`config.mk`:
```
export PLATFORM = sky130hd
export DESIGN_NAME = mem_access_ctrl
export DESIGN_NICKNAME = d
export VERILOG_FILES = /design/src/rtl/mem_access_ctrl.sv
export SDC_FILE = /design/constraint.sdc
export NUM_CORES = 1
export LEC_CHECK = 0
export CORE_MARGIN = 3
export CORE_UTILIZATION = 33
export DETAILED_ROUTE_END_ITERATION = 8
export PLACE_DENSITY = 0.72
export SLEW_MARGIN = 20
export SYNTH_ARGS = -nofsm -noshare
export SYNTH_HDL_FRONTEND = slang
export SYNTH_SLANG_ARGS = --single-unit
```
`constraint.sdc`:
```
create_clock -name CLK -period 8.7 [get_ports CLK]
set_input_delay 1.305 -clock CLK [delete_from_list [all_inputs] [get_ports CLK]]
set_output_delay 1.305 -clock CLK [all_outputs]
set_load 0.02 [all_outputs]
```
`src/rtl/mem_access_ctrl.sv`:
```
// MEM-stage dcache access controller: LL/SC link register, sticky halt/misalign flags, stall counter.
// Same-cycle dhit completes with no stall; otherwise mem_stall holds until dhit, then DONE waits out ext_stall.
module mem_access_ctrl #(
   parameter int CNT_W     = 32,
   parameter int ALIGN_CHK = 1
) (
   input  logic             CLK,
   input  logic             RST,
   input  logic             op_valid,
   input  logic             op_ren,
   input  logic             op_wen,
   input  logic             op_ll,
   input  logic             op_sc,
   input  logic             op_halt,
   input  logic [31:0]      op_addr,
   input  logic [31:0]      op_store,
   input  logic             ext_stall,
   input  logic             dhit,
   input  logic [31:0]      dmemload,
   input  logic             snoop_inv,
   input  logic [31:0]      snoop_addr,
   output logic             dmemREN,
   output logic             dmemWEN,
   output logic [31:0]      dmemaddr,
   output logic [31:0]      dmemstore,
   output logic [31:0]      mem_result,
   output logic             mem_stall,
   output logic             memwb_EN,
   output logic             halt_out,
   output logic             misalign_err,
   output logic [CNT_W-1:0] stall_cycles
);

   typedef enum logic [1:0] {S_IDLE, S_ACCESS, S_DONE} state_t;

   state_t           r_state;
   state_t           w_next;
   logic             r_halt;
   logic             r_misalign;
   logic             r_link_valid;
   logic [29:0]      r_link_addr;
   logic [31:0]      r_result;
   logic [CNT_W-1:0] r_stall_cnt;

   logic        w_misaligned;
   logic        w_mem_op;
   logic        w_mis_op;
   logic        w_sc_ok;
   logic        w_sc_fail;
   logic        w_snoop_hit;
   logic        w_done;
   logic        w_mis;
   logic        w_ll_done;
   logic        w_sc_done;
   logic [31:0] w_hit_result;
   logic [31:0] w_result;
   logic        w_unused;

   assign w_misaligned = (ALIGN_CHK != 0) && (op_addr[1:0] != 2'b00);
   assign w_mem_op     = op_valid & (op_ren | op_wen) & ~r_halt & ~w_misaligned;
   assign w_mis_op     = op_valid & (op_ren | op_wen) & ~r_halt & w_misaligned;
   assign w_sc_ok      = r_link_valid & (r_link_addr == op_addr[31:2]);
   assign w_sc_fail    = op_wen & op_sc & ~w_sc_ok;
   assign w_snoop_hit  = snoop_inv & r_link_valid & (snoop_addr[31:2] == r_link_addr);
   assign w_hit_result = op_ren ? dmemload : {31'd0, op_sc & w_sc_ok};
   assign w_ll_done    = w_done & ~w_mis & op_ren & op_ll;
   assign w_sc_done    = w_done & ~w_mis & op_wen & op_sc;
   assign w_unused     = ^snoop_addr[1:0];

   assign dmemaddr     = op_addr;
   assign dmemstore    = op_store;
   assign halt_out     = r_halt;
   assign misalign_err = r_misalign;
   assign stall_cycles = r_stall_cnt;

   // Reset also gates the combinational outputs so an in-flight request drops without waiting for a clock.
   always_comb begin
      w_next     = r_state;
      dmemREN    = 1'b0;
      dmemWEN    = 1'b0;
      mem_stall  = 1'b0;
      memwb_EN   = 1'b0;
      mem_result = 32'd0;
      w_done     = 1'b0;
      w_mis      = 1'b0;
      w_result   = 32'd0;
      if (!RST) begin
         unique case (r_state)
            S_IDLE: begin
               if (w_mem_op) begin
                  if (w_sc_fail) begin
                     w_done = 1'b1;
                  end else begin
                     dmemREN = op_ren;
                     dmemWEN = op_wen;
                     if (dhit) begin
                        w_done   = 1'b1;
                        w_result = w_hit_result;
                     end else begin
                        mem_stall = 1'b1;
                        w_next    = S_ACCESS;
                     end
                  end
               end else if (w_mis_op) begin
                  w_done = 1'b1;
                  w_mis  = 1'b1;
               end
            end
            S_ACCESS: begin
               // A snoop that kills the link turns an outstanding SC into a failed, request-free completion.
               if (w_sc_fail) begin
                  w_done = 1'b1;
               end else begin
                  dmemREN = op_ren;
                  dmemWEN = op_wen;
                  if (dhit) begin
                     w_done   = 1'b1;
                     w_result = w_hit_result;
                  end else begin
                     mem_stall = 1'b1;
                  end
               end
            end
            S_DONE: begin
               if (!ext_stall) w_next = S_IDLE;
            end
            default: w_next = S_IDLE;
         endcase
         if (w_done) w_next = ext_stall ? S_DONE : S_IDLE;
         mem_result = w_done ? w_result : r_result;
         memwb_EN   = ~mem_stall & ~ext_stall;
      end
   end

   always_ff @(posedge CLK or posedge RST) begin
      if (RST) begin
         r_state      <= S_IDLE;
         r_halt       <= 1'b0;
         r_misalign   <= 1'b0;
         r_link_valid <= 1'b0;
         r_link_addr  <= 30'd0;
         r_result     <= 32'd0;
         r_stall_cnt  <= '0;
      end else begin
         r_state <= w_next;
         if (w_done) r_result <= w_result;
         if (w_mis) r_misalign <= 1'b1;
         if (op_halt && op_valid && !mem_stall) r_halt <= 1'b1;
         if (mem_stall && (r_stall_cnt != {CNT_W{1'b1}}))
            r_stall_cnt <= r_stall_cnt + {{(CNT_W-1){1'b0}}, 1'b1};
         if (w_ll_done) begin
            r_link_valid <= 1'b1;
            r_link_addr  <= op_addr[31:2];
         end else if (w_sc_done || w_snoop_hit) begin
            r_link_valid <= 1'b0;
         end
      end
   end

endmodule

```
==> impl_metrics.tcl <==
set metrics [dict create \
    drc 0 \
    route.detailed.wl_per_inst_microns 17.66 \
    viasPerCell 5.063 \
    antenna_found_initial 1 \
    pwr-share-comb_pct 14.8 \
    slew_headroom_pct 37.43 \
    grt_use_total_pct 16.53 \
    p_int_w 0.0008133 \
    final.min_clock_period_ns 6.019 \
    numCtsBuffers 9 \
    p_leak_nw 3.233 \
    drive_gt1_share_pct 9.212 \
    dr.pass1.iters 4 \
    synth.avg_cell_area_sq_um 10.72 \
    clkSinkCount 99 \
    hold_buffers 0 \
    vdd_drop_max_mv 0.08808 \
    grt_pass1_wl_microns 24270 \
    overflow 0 \
    setup_violations 0 \
    nNetsFinal 808 \
    num_io_pins 273 \
    die_h_microns 137.3 \
    syn_area_sq_um 5690 \
    diodes 0 \
    cp_data_arrival_time_ns 4.71 \
    synth_nets 671 \
    period_share_pct 69.19 \
    fin_area_sq_um 7846 \
    setup_tns_ns 0 \
    fillers 1522 \
    power.density_nw_per_um2 136.8 \
    ys.flop_type "dfrtp_1" \
    fin_util_pct 46.98 \
    switching_share_pct 24.20 \
    crit_type "in -> out" \
    crit_path_end_kind "output port" \
    synthCells 531 \
    hold_viol 0 \
    clk_pin_slew_ns 0.07 \
    post_cts_buffers 0 \
    htree_levels 3 \
    tritoncts "done" \
    place_inst 876 \
    max_freq_ghz 0.1661 \
    required_ns 7.39 \
    yosysSeqAreaShare_pct 43.54 \
    synth_warnings 0 \
    core_area_sq_um 16700 \
    synth.distinct_cells 47 \
    switching_power_w 0.0002597 \
    async_reset_ff_share_pct 100.0 \
    port_buffers 206 \
    clock_latency_ns 0.35 \
    cts_resized 0 \
    drtIter0Drc 173 \
    grt_pass1_vias 4606 \
    start_util_pct 34.07 \
    holdWs_ns 0.4844 \
    p_clk_share_pct 40.3 \
    outcome "complete, no violations" \
    dieArea_sq_um 18860 \
    cap_violations 0 \
    crit_fanout 42 \
    ys_ff_latch 99 \
    final_max_slew_viol_count 0 \
    clock_path_buffers 2 \
    fin_skew_ns 0.01161 \
    die_w_microns 137.3 \
    final_cell_count_no_fill 893 \
    clockRootBuffer "clkbuf_16" \
    ant_nets 0 \
    vias 4521 \
    grt_setup_unrepaired "false" \
    p_seq_share_pct 44.9 \
    synth_edf_count 0 \
    grt_max_degree 69 \
    area_growth_pct 37.88 \
    dpl.hpwl_microns 12140 \
    routed_wl_microns 15770 \
    tightest_slew_ns 0.9299 \
    start_kind "primary input" \
    place_area_sq_um 7500 \
    hold_class "reg -> reg" \
    gp_congestion 0.8432 \
    rows 47 \
]
[layout by cell type (no fill, tap or decap), drive strengths merged, types with 2 or more instances in the layout]
cell type	count
clkdlybuf4s50	206
inv	13
xor2	17
and3	7
buf	5
nand2b	3
nand4	30
or2	2
mux2	31
or3	3
a21o	3
a22o	62
dfrtp	99
and2	3
nand3	15
or4	2
o21ai	2
bufinv	2
nor3	11
clkinv	3
a21oi	3
nor2	12
nor4	14
xnor2	74
nand2	23
clkbuf	9
and4	3
[per-layer routing]
metal	global-route usage, %	share of wire (%)
met5	0	0.070
met4	7.095	2.8
met3	4.748	7.0
met2	26.02	46
met1	21.25	44
[critical path: stages]
cell and delay, ns:
clkdlybuf4s50_1 0.48, xnor2_1 0.28, nand4_1 0.16, nor4_2 0.44, a21oi_2 0.23, nor2_1 0.21, and4_2 0.53, buf_12 0.25
a22o_1 0.20, clkdlybuf4s50_1 0.61
[per-stage QoR]
stage | total power (W) | setup slack, ns
finish | 0.001073 | 2.681
global route | 0.001120 | 2.464
CTS | 0.001092 | 2.419
detailed placement | 0.0006507 | 2.413
global placement | 0.0006476 | 2.483
floorplan | 0.0005869 | 4.224
[cell families (layout without fill, tap and decap cells)]
| group | Yosys count | in the layout | share of synthesized area (%) |
|---|---|---|---|
| AOI/OAI and AO/OA | 84 | 84 | 12.40 |
| muxes | 31 | 31 | 6.134 |
| buffers and inverters | 96 | 238 | 10.69 |
| and+or+nand+nor | 129 | 129 | 12.75 |
| adders and majority gates | 1 | 1 | 0.2198 |
| DFF | 99 | 99 | 43.54 |
| xor gates and xnor gates | 91 | 91 | 14.27 |
[synth_stat cells (all sizes together) (2+ instances only)]
cell     n  area share, %
and4     3           0.46
clkbuf  15           0.99
xnor2   74             12
xor2    17            2.6
or2      2           0.22
a21o     3           0.40
nor2    12           0.79
and2     3           0.33
a22o    62            9.5
nand2b   3           0.33
nand4   30            3.3
o21ai    2           0.18
mux2    31            6.1
or3      3           0.51
and3     7           0.77
nand3   15            1.3
dfrtp   99             44
or4      2           0.26
buf     70            9.0
nor3    11           0.97
inv     11           0.73
nor4    14            1.9
a21oi    3           0.33
nand2   23            1.5
[registers in the layout, summed over array words and instances, names as in the netlist]
name / cells
halt_out: 1
misalign_err: 1
r_link_addr: 30
r_link_valid: 1
r_result: 32
r_state: 2
stall_cycles: 32
[power groups by stage]
stage                     clock, W  combinational [W]  sequential (W)
after floorplan                  0          0.0000971        0.000490
after global placement           0           0.000158        0.000490
after detailed placement         0           0.000160        0.000491
after CTS                 0.000449           0.000161        0.000482
after global routing      0.000465           0.000171        0.000483
final                     0.000432           0.000159        0.000482
[path summary, 6_finish.rpt]
path | endpoint | cells after the start | from | slack, ns
max in group asynchronous | stall_cycles[13] | 3 | RST | 5.96
worst min register to register | misalign_err | 1 | misalign_err | 0.48
min in group asynchronous | r_result[7] | 2 | RST | 1.49
worst max-delay path | mem_result[16] | 10 | op_addr[23] | 2.68
worst min-delay path | misalign_err | 1 | misalign_err | 0.48
worst max register to register | stall_cycles[13] | 7 | r_link_addr[24] | 5.76
[layout make-up]
| class | instances | area (sq um) | share of cell area (%) |
|---|---|---|---|
| Tap cell | 220 | 275.3 | 3.508 |
| Inverter | 11 | 43.79 | 0.5581 |
| Clock buffer | 9 | 225.2 | 2.870 |
| Sequential cell | 99 | 2477 | 31.57 |
| Timing Repair Buffer | 211 | 2112 | 26.92 |
| Clock inverter | 7 | 100.1 | 1.276 |
| Multi-Input combinational cell | 336 | 2613 | 33.30 |
Note: power is estimated with default switching activity, not from simulation.
